## config.mk

```make
export PLATFORM = sky130hd
export DESIGN_NAME = instr_encode
export DESIGN_NICKNAME = d
export VERILOG_FILES = /design/src/rtl/riscv_pkg.sv /design/src/rtl/instr_fifo.sv /design/src/rtl/instr_encode.sv
export SDC_FILE = /design/constraint.sdc
export NUM_CORES = 1
export LEC_CHECK = 0
export ABC_AREA = 0
export CAP_MARGIN = 20
export CORE_MARGIN = 3
export CORE_UTILIZATION = 26
export CTS_BUF_LIST = sky130_fd_sc_hd__clkbuf_2
export CTS_CLUSTER_DIAMETER = 150
export DETAILED_ROUTE_END_ITERATION = 6
export PLACE_DENSITY = 0.61
export RECOVER_POWER = 100
export SETUP_SLACK_MARGIN = 0.4
export SYNTH_ARGS = -nofsm -noshare
export SYNTH_HDL_FRONTEND = slang
export SYNTH_SLANG_ARGS = --single-unit
```

## constraint.sdc

```tcl
create_clock -name clk -period 2.2 [get_ports clk]
set_input_delay 0.33 -clock clk [delete_from_list [all_inputs] [get_ports clk]]
set_output_delay 0.33 -clock clk [all_outputs]
set_load 0.005 [all_outputs]
```

## src/rtl/riscv_pkg.sv

```systemverilog
// Shared RV32I definitions: opcodes, instruction-format encoding and the canonical NOP.
// Used by both the decoder and the encoder so the two always agree on op -> format.
package riscv_pkg;

    localparam logic [6:0] OP_LUI    = 7'b0110111;
    localparam logic [6:0] OP_AUIPC  = 7'b0010111;
    localparam logic [6:0] OP_JAL    = 7'b1101111;
    localparam logic [6:0] OP_BRANCH = 7'b1100011;
    localparam logic [6:0] OP_JALR   = 7'b1100111;
    localparam logic [6:0] OP_LOAD   = 7'b0000011;
    localparam logic [6:0] OP_OPIMM  = 7'b0010011;
    localparam logic [6:0] OP_STORE  = 7'b0100011;
    localparam logic [6:0] OP_OP     = 7'b0110011;

    localparam logic [31:0] NOP = 32'h0000_0013;

    typedef enum logic [2:0] {
        TYPE_NONE = 3'd0,
        TYPE_U    = 3'd1,
        TYPE_J    = 3'd2,
        TYPE_B    = 3'd3,
        TYPE_I    = 3'd4,
        TYPE_S    = 3'd5,
        TYPE_R    = 3'd6
    } instr_type_e;

    function automatic instr_type_e op_type(input logic [6:0] op);
        instr_type_e t;
        case (op)
            OP_LUI, OP_AUIPC:           t = TYPE_U;
            OP_JAL:                     t = TYPE_J;
            OP_BRANCH:                  t = TYPE_B;
            OP_JALR, OP_LOAD, OP_OPIMM: t = TYPE_I;
            OP_STORE:                   t = TYPE_S;
            OP_OP:                      t = TYPE_R;
            default:                    t = TYPE_NONE;
        endcase
        return t;
    endfunction

endpackage

```

## src/rtl/instr_fifo.sv

```systemverilog
// Small synchronous FIFO; pointers carry one extra wrap bit so full and empty never alias.
module instr_fifo #(
    parameter int DEPTH = 2,
    parameter int WIDTH = 33
) (
    input  logic             clk,
    input  logic             rst_n,
    input  logic             push,
    input  logic             pop,
    input  logic [WIDTH-1:0] wdata,
    output logic [WIDTH-1:0] rdata,
    output logic             full,
    output logic             empty
);

    localparam int AW = $clog2(DEPTH);

    logic [WIDTH-1:0] mem_r [DEPTH];
    logic [AW:0]      wr_ptr_r;
    logic [AW:0]      rd_ptr_r;

    assign empty = (wr_ptr_r == rd_ptr_r);
    assign full  = (wr_ptr_r[AW] != rd_ptr_r[AW]) && (wr_ptr_r[AW-1:0] == rd_ptr_r[AW-1:0]);
    assign rdata = mem_r[rd_ptr_r[AW-1:0]];

    // Storage and pointer update; a push is refused while full even if a pop happens.
    always_ff @(posedge clk or negedge rst_n) begin
        if (!rst_n) begin
            wr_ptr_r <= {(AW+1){1'b0}};
            rd_ptr_r <= {(AW+1){1'b0}};
            for (int i = 0; i < DEPTH; i++) begin
                mem_r[i] <= {WIDTH{1'b0}};
            end
        end else begin
            if (push && !full) begin
                mem_r[wr_ptr_r[AW-1:0]] <= wdata;
                wr_ptr_r                <= wr_ptr_r + (AW+1)'(1);
            end
            if (pop && !empty) begin
                rd_ptr_r <= rd_ptr_r + (AW+1)'(1);
            end
        end
    end

endmodule

```

## src/rtl/instr_encode.sv

```systemverilog
// RV32I field-set to instruction-word encoder with range checking and a DEPTH-entry
// output buffer; unencodable field sets produce a NOP flagged with out_err.
module instr_encode
    import riscv_pkg::*;
#(
    parameter int DEPTH = 2
) (
    input  logic        clk,
    input  logic        rst_n,
    input  logic        in_valid,
    output logic        in_ready,
    input  logic [6:0]  op,
    input  logic [4:0]  rd,
    input  logic [4:0]  rs1,
    input  logic [4:0]  rs2,
    input  logic [2:0]  funct3,
    input  logic [6:0]  funct7,
    input  logic [31:0] imm,
    output logic        out_valid,
    input  logic        out_ready,
    output logic [31:0] instr,
    output logic        out_err,
    output logic [15:0] enc_count
);

    instr_type_e type_s;
    logic [31:0] word_s;
    logic        fits_s;
    logic [31:0] enc_word_s;
    logic        enc_err_s;
    logic        full_s;
    logic        empty_s;
    logic        push_s;
    logic        pop_s;
    logic        rdy_en_r;
    logic [15:0] enc_count_r;

    // Field placement (inverse of decode) and immediate range check per format.
    always_comb begin
        type_s = op_type(op);
        word_s = NOP;
        fits_s = 1'b0;
        case (type_s)
            TYPE_U: begin
                fits_s = (imm[11:0] == 12'h000);
                word_s = {imm[31:12], rd, op};
            end
            TYPE_J: begin
                fits_s = !imm[0] && (imm[31:20] == {12{imm[20]}});
                word_s = {imm[20], imm[10:1], imm[11], imm[19:12], rd, op};
            end
            TYPE_B: begin
                fits_s = !imm[0] && (imm[31:12] == {20{imm[12]}});
                word_s = {imm[12], imm[10:5], rs2, rs1, funct3, imm[4:1], imm[11], op};
            end
            TYPE_I: begin
                fits_s = (imm[31:11] == {21{imm[11]}});
                word_s = {imm[11:0], rs1, funct3, rd, op};
            end
            TYPE_S: begin
                fits_s = (imm[31:11] == {21{imm[11]}});
                word_s = {imm[11:5], rs2, rs1, funct3, imm[4:0], op};
            end
            TYPE_R: begin
                fits_s = 1'b1;
                word_s = {funct7, rs2, rs1, funct3, rd, op};
            end
            default: begin
                fits_s = 1'b0;
                word_s = NOP;
            end
        endcase
        if (fits_s) begin
            enc_word_s = word_s;
            enc_err_s  = 1'b0;
        end else begin
            enc_word_s = NOP;
            enc_err_s  = 1'b1;
        end
    end

    assign in_ready  = rdy_en_r && !full_s;
    assign out_valid = !empty_s;
    assign push_s    = in_valid && in_ready;
    assign pop_s     = out_valid && out_ready;
    assign enc_count = enc_count_r;

    // Input enable (held off until the first edge after reset) and transfer counter.
    always_ff @(posedge clk or negedge rst_n) begin
        if (!rst_n) begin
            rdy_en_r    <= 1'b0;
            enc_count_r <= 16'h0000;
        end else begin
            rdy_en_r <= 1'b1;
            if (push_s) begin
                enc_count_r <= enc_count_r + 16'h0001;
            end
        end
    end

    instr_fifo #(
        .DEPTH (DEPTH),
        .WIDTH (33)
    ) u_fifo (
        .clk   (clk),
        .rst_n (rst_n),
        .push  (push_s),
        .pop   (pop_s),
        .wdata ({enc_err_s, enc_word_s}),
        .rdata ({out_err, instr}),
        .full  (full_s),
        .empty (empty_s)
    );

endmodule
```

==> out/results.txt <==
Max VDD drop: 0.262 mV
Initial antenna violation count: 1
EDFF count, synth: 0
Critical Path Sink Type: output pin
GPL Wtd Cong: 0.877
Slowest-stage cell, CP: dfrtp_2
Critical path required time: 1870 ps
Seq cells post-synth: 87
PnR worst setup slack: -166 ps
Area leader, netlist: dfrtp_1
Ports: 119
Synthesized area: 4550 um2
Slew margin rel.: -0.247
Root Driver: clkbuf_2
Nets: 756
Die area: 19100 um2
Syn Inst Count: 433
Clock-pin slew on the worst setup and hold paths: 280 ps
Fillers: 1299
Synth warnings: 0
RSZ-0062 raised after global routing: true
Pre-antenna DRT Iters: 6
Clk Latency, worst-skew pair: 650 ps
Critical path, cell by cell: buf_12 > buf_8 > buf_16 > mux2_4 > buf_6
Max Clock Freq: 423 MHz
Buffer and inverter count on the worst path: 4
Ys flop type: dfrtp_1
H-tree lvl count: 3
Core Util, Final: 0.559
Post-route setup TNS: -3280 ps
Most used standard cell by instance count after synthesis: dfrtp_1
Synth top cells by count: dfrtp_1, nand2_1, o31ai_1
Initial Util: 0.270
Die W: 138 um
TritonCTS clock tree: done
Final period utilization: 1.08
Critical path arrival: 2040 ps
Status: finished with violations
CP top delay family: flip-flops
Ys async rst share: 1.00
Critical path startpoint: u_fifo.rd_ptr_r[0]
Placed inst area: 6520 um2
Clk_skew: 73.3 ps
Total nets after synthesis: 502
CORE AREA: 16900 um2
Failing checks: capacitance limit, slew limit, setup timing
Crit path launch type: flop
Hold Path Class: in2reg
Top cell type's share of synthesized area: 0.478
Layout area overhead: 107%
Max Buffers Root-to-Sink: 2
Endpoints failing hold: 0
Slew Limit Fails: 31
TritonCTS buffer count: 9
HPWL Detailed: 10.7 mm
Initial DRC count: 353
Setup Viol. Count Final: 33
Largest net degree at the start of global routing: 39
Sequential area share after synthesis: 0.478
Drt drc: 0
IO Port Bufs: 118
Vias per Instance: 5.22
Post-route ant nets: 0
Post-route cell area: 9430 um2
GRT overflow: 0
# rows: 47
Yosys cell types: 49
Routed WL: 20.2 mm
GR Util All Layers: 0.201
Hold Slack: 179 ps
Synth top area cells: dfrtp_1, o31ai_1, mux2_2, nand2_1, a222oi_1
Sink Count: 87
Post-DR wirelength/cell: 22.1 um
Vias in the first global route: 5136
Leak pwr: 4.26 nW
Vias: 4769
Worst-path fanout max: 8
Mean Syn Cell Area: 10.5 um2
First-pass GRT wire length: 30.2 mm
Worst Setup Path Type: reg2out
Die height: 138 um
Max Cap Viol: 1
Hold path start: op[5]
Tmin final: 2370 ps
Max stage delay on crit path: 550 ps
Power per cell area: 660 nW/um2
Measured slew at the worst slew-check pin: 1870 ps
Reg-to-reg startpoint: u_fifo.rd_ptr_r[0]
Share of cells above drive strength 1: 0.597
report_power, final:
part	total (W)	internal [W]	switching [W]
clock	0.000859	0.000174	0.000685
sequential	0.00186	0.00171	0.000144
combinational	0.00350	0.00192	0.00158
total	0.00622	0.00381	0.00241
flip-flops by register name (all words and copies together) (netlist names):
signal	count
u_fifo.mem_r	66
enc_count	16
u_fifo.rd_ptr_r	2
u_fifo.wr_ptr_r	2
rdy_en_r	1
through the flow:
step / worst slack (ps) / total power (W) / instances
2_1_floorplan: 146 / 0.00257 / 433
4_1_cts: -232 / 0.00595 / 904
6_report: -166 / 0.00622 / 913
3_3_place_gp: -458 / 0.00321 / 817
5_1_grt: -240 / 0.00644 / 913
3_5_place_dp: -506 / 0.00323 / 817
cell usage in the layout, fill, tap and decap left out, types with 14 or more instances in the layout:
cell type,count
mux2_4,30
o31ai_4,49
buf_4,91
buf_16,21
nand2_1,17
clkdlybuf4s50_1,40
nand2_4,50
buf_6,51
dfrtp_1,82
dlymetal6s2s_1,26
a22oi_1,14
buf_12,17
final cells by class:
type / instances / area [um2] / area share
repair buffers: 271 / 3120 / 0.331
diodes: 1 / 2.50 / 0.000265
flip-flops and latches: 87 / 2180 / 0.232
well taps: 220 / 275 / 0.0292
clock buffers: 9 / 45.0 / 0.00478
multi-input cells: 309 / 3700 / 0.393
inverters: 9 / 33.8 / 0.00358
clock inverters: 7 / 63.8 / 0.00677
layer usage:
layer,vias up,part of all wire,global-route usage,wire [um]
li1,2143,-,-,-
met1,2432,0.40,0.242,8130
met2,154,0.52,0.350,10400
met3,40,0.044,0.0369,885
met4,0,0.035,0.0863,711
met5,-,0,0,0
worst paths after layout:
kind | to | slack [ps] | cells after the start
worst max-delay path | instr[5] | -170 | 5
worst min-delay path | u_fifo.mem_r[38] | 180 | 4
worst max register to register | u_fifo.mem_r[32] | 10 | 9
worst min register to register | u_fifo.mem_r[0] | 530 | 1
max in group asynchronous | u_fifo.mem_r[61] | 180 | 3
min in group asynchronous | u_fifo.mem_r[24] | 680 | 2
worst reg2reg max path, delay by kind of cell, from the launching register on:
family / cells / cell delay [ps]
simple gates: 1 / 100
mux: 1 / 300
flops: 1 / 550
buf+inv: 5 / 790
xor+xnor: 1 / 130
compound gates: 1 / 240
cells by family after synthesis:
kind of cell,count (synthesis),synth area share
flip-flops,87,0.478
AO/OA/AOI/OAI,103,0.183
buffers and inverters,37,0.0440
adder cells (fa/ha/maj),1,0.00275
XOR/XNOR,20,0.0385
AND/OR/NAND/NOR,147,0.161
multiplexers,37,0.0913
other,1,0.000824
repair_timing:
| item | 4_1_cts | 5_1_grt |
|---|---|---|
| hold endpoints to repair | 76 | 0 |
| resized for setup | 444 | 121 |
| cloned | 21 | 0 |
| setup buffers | 49 | 8 |
| setup endpoints to repair | 117 | 122 |
| hold buffers | 1 | 0 |
| pin swaps | 76 | 49 |
No activity file was read; power rests on OpenSTA's default activity.
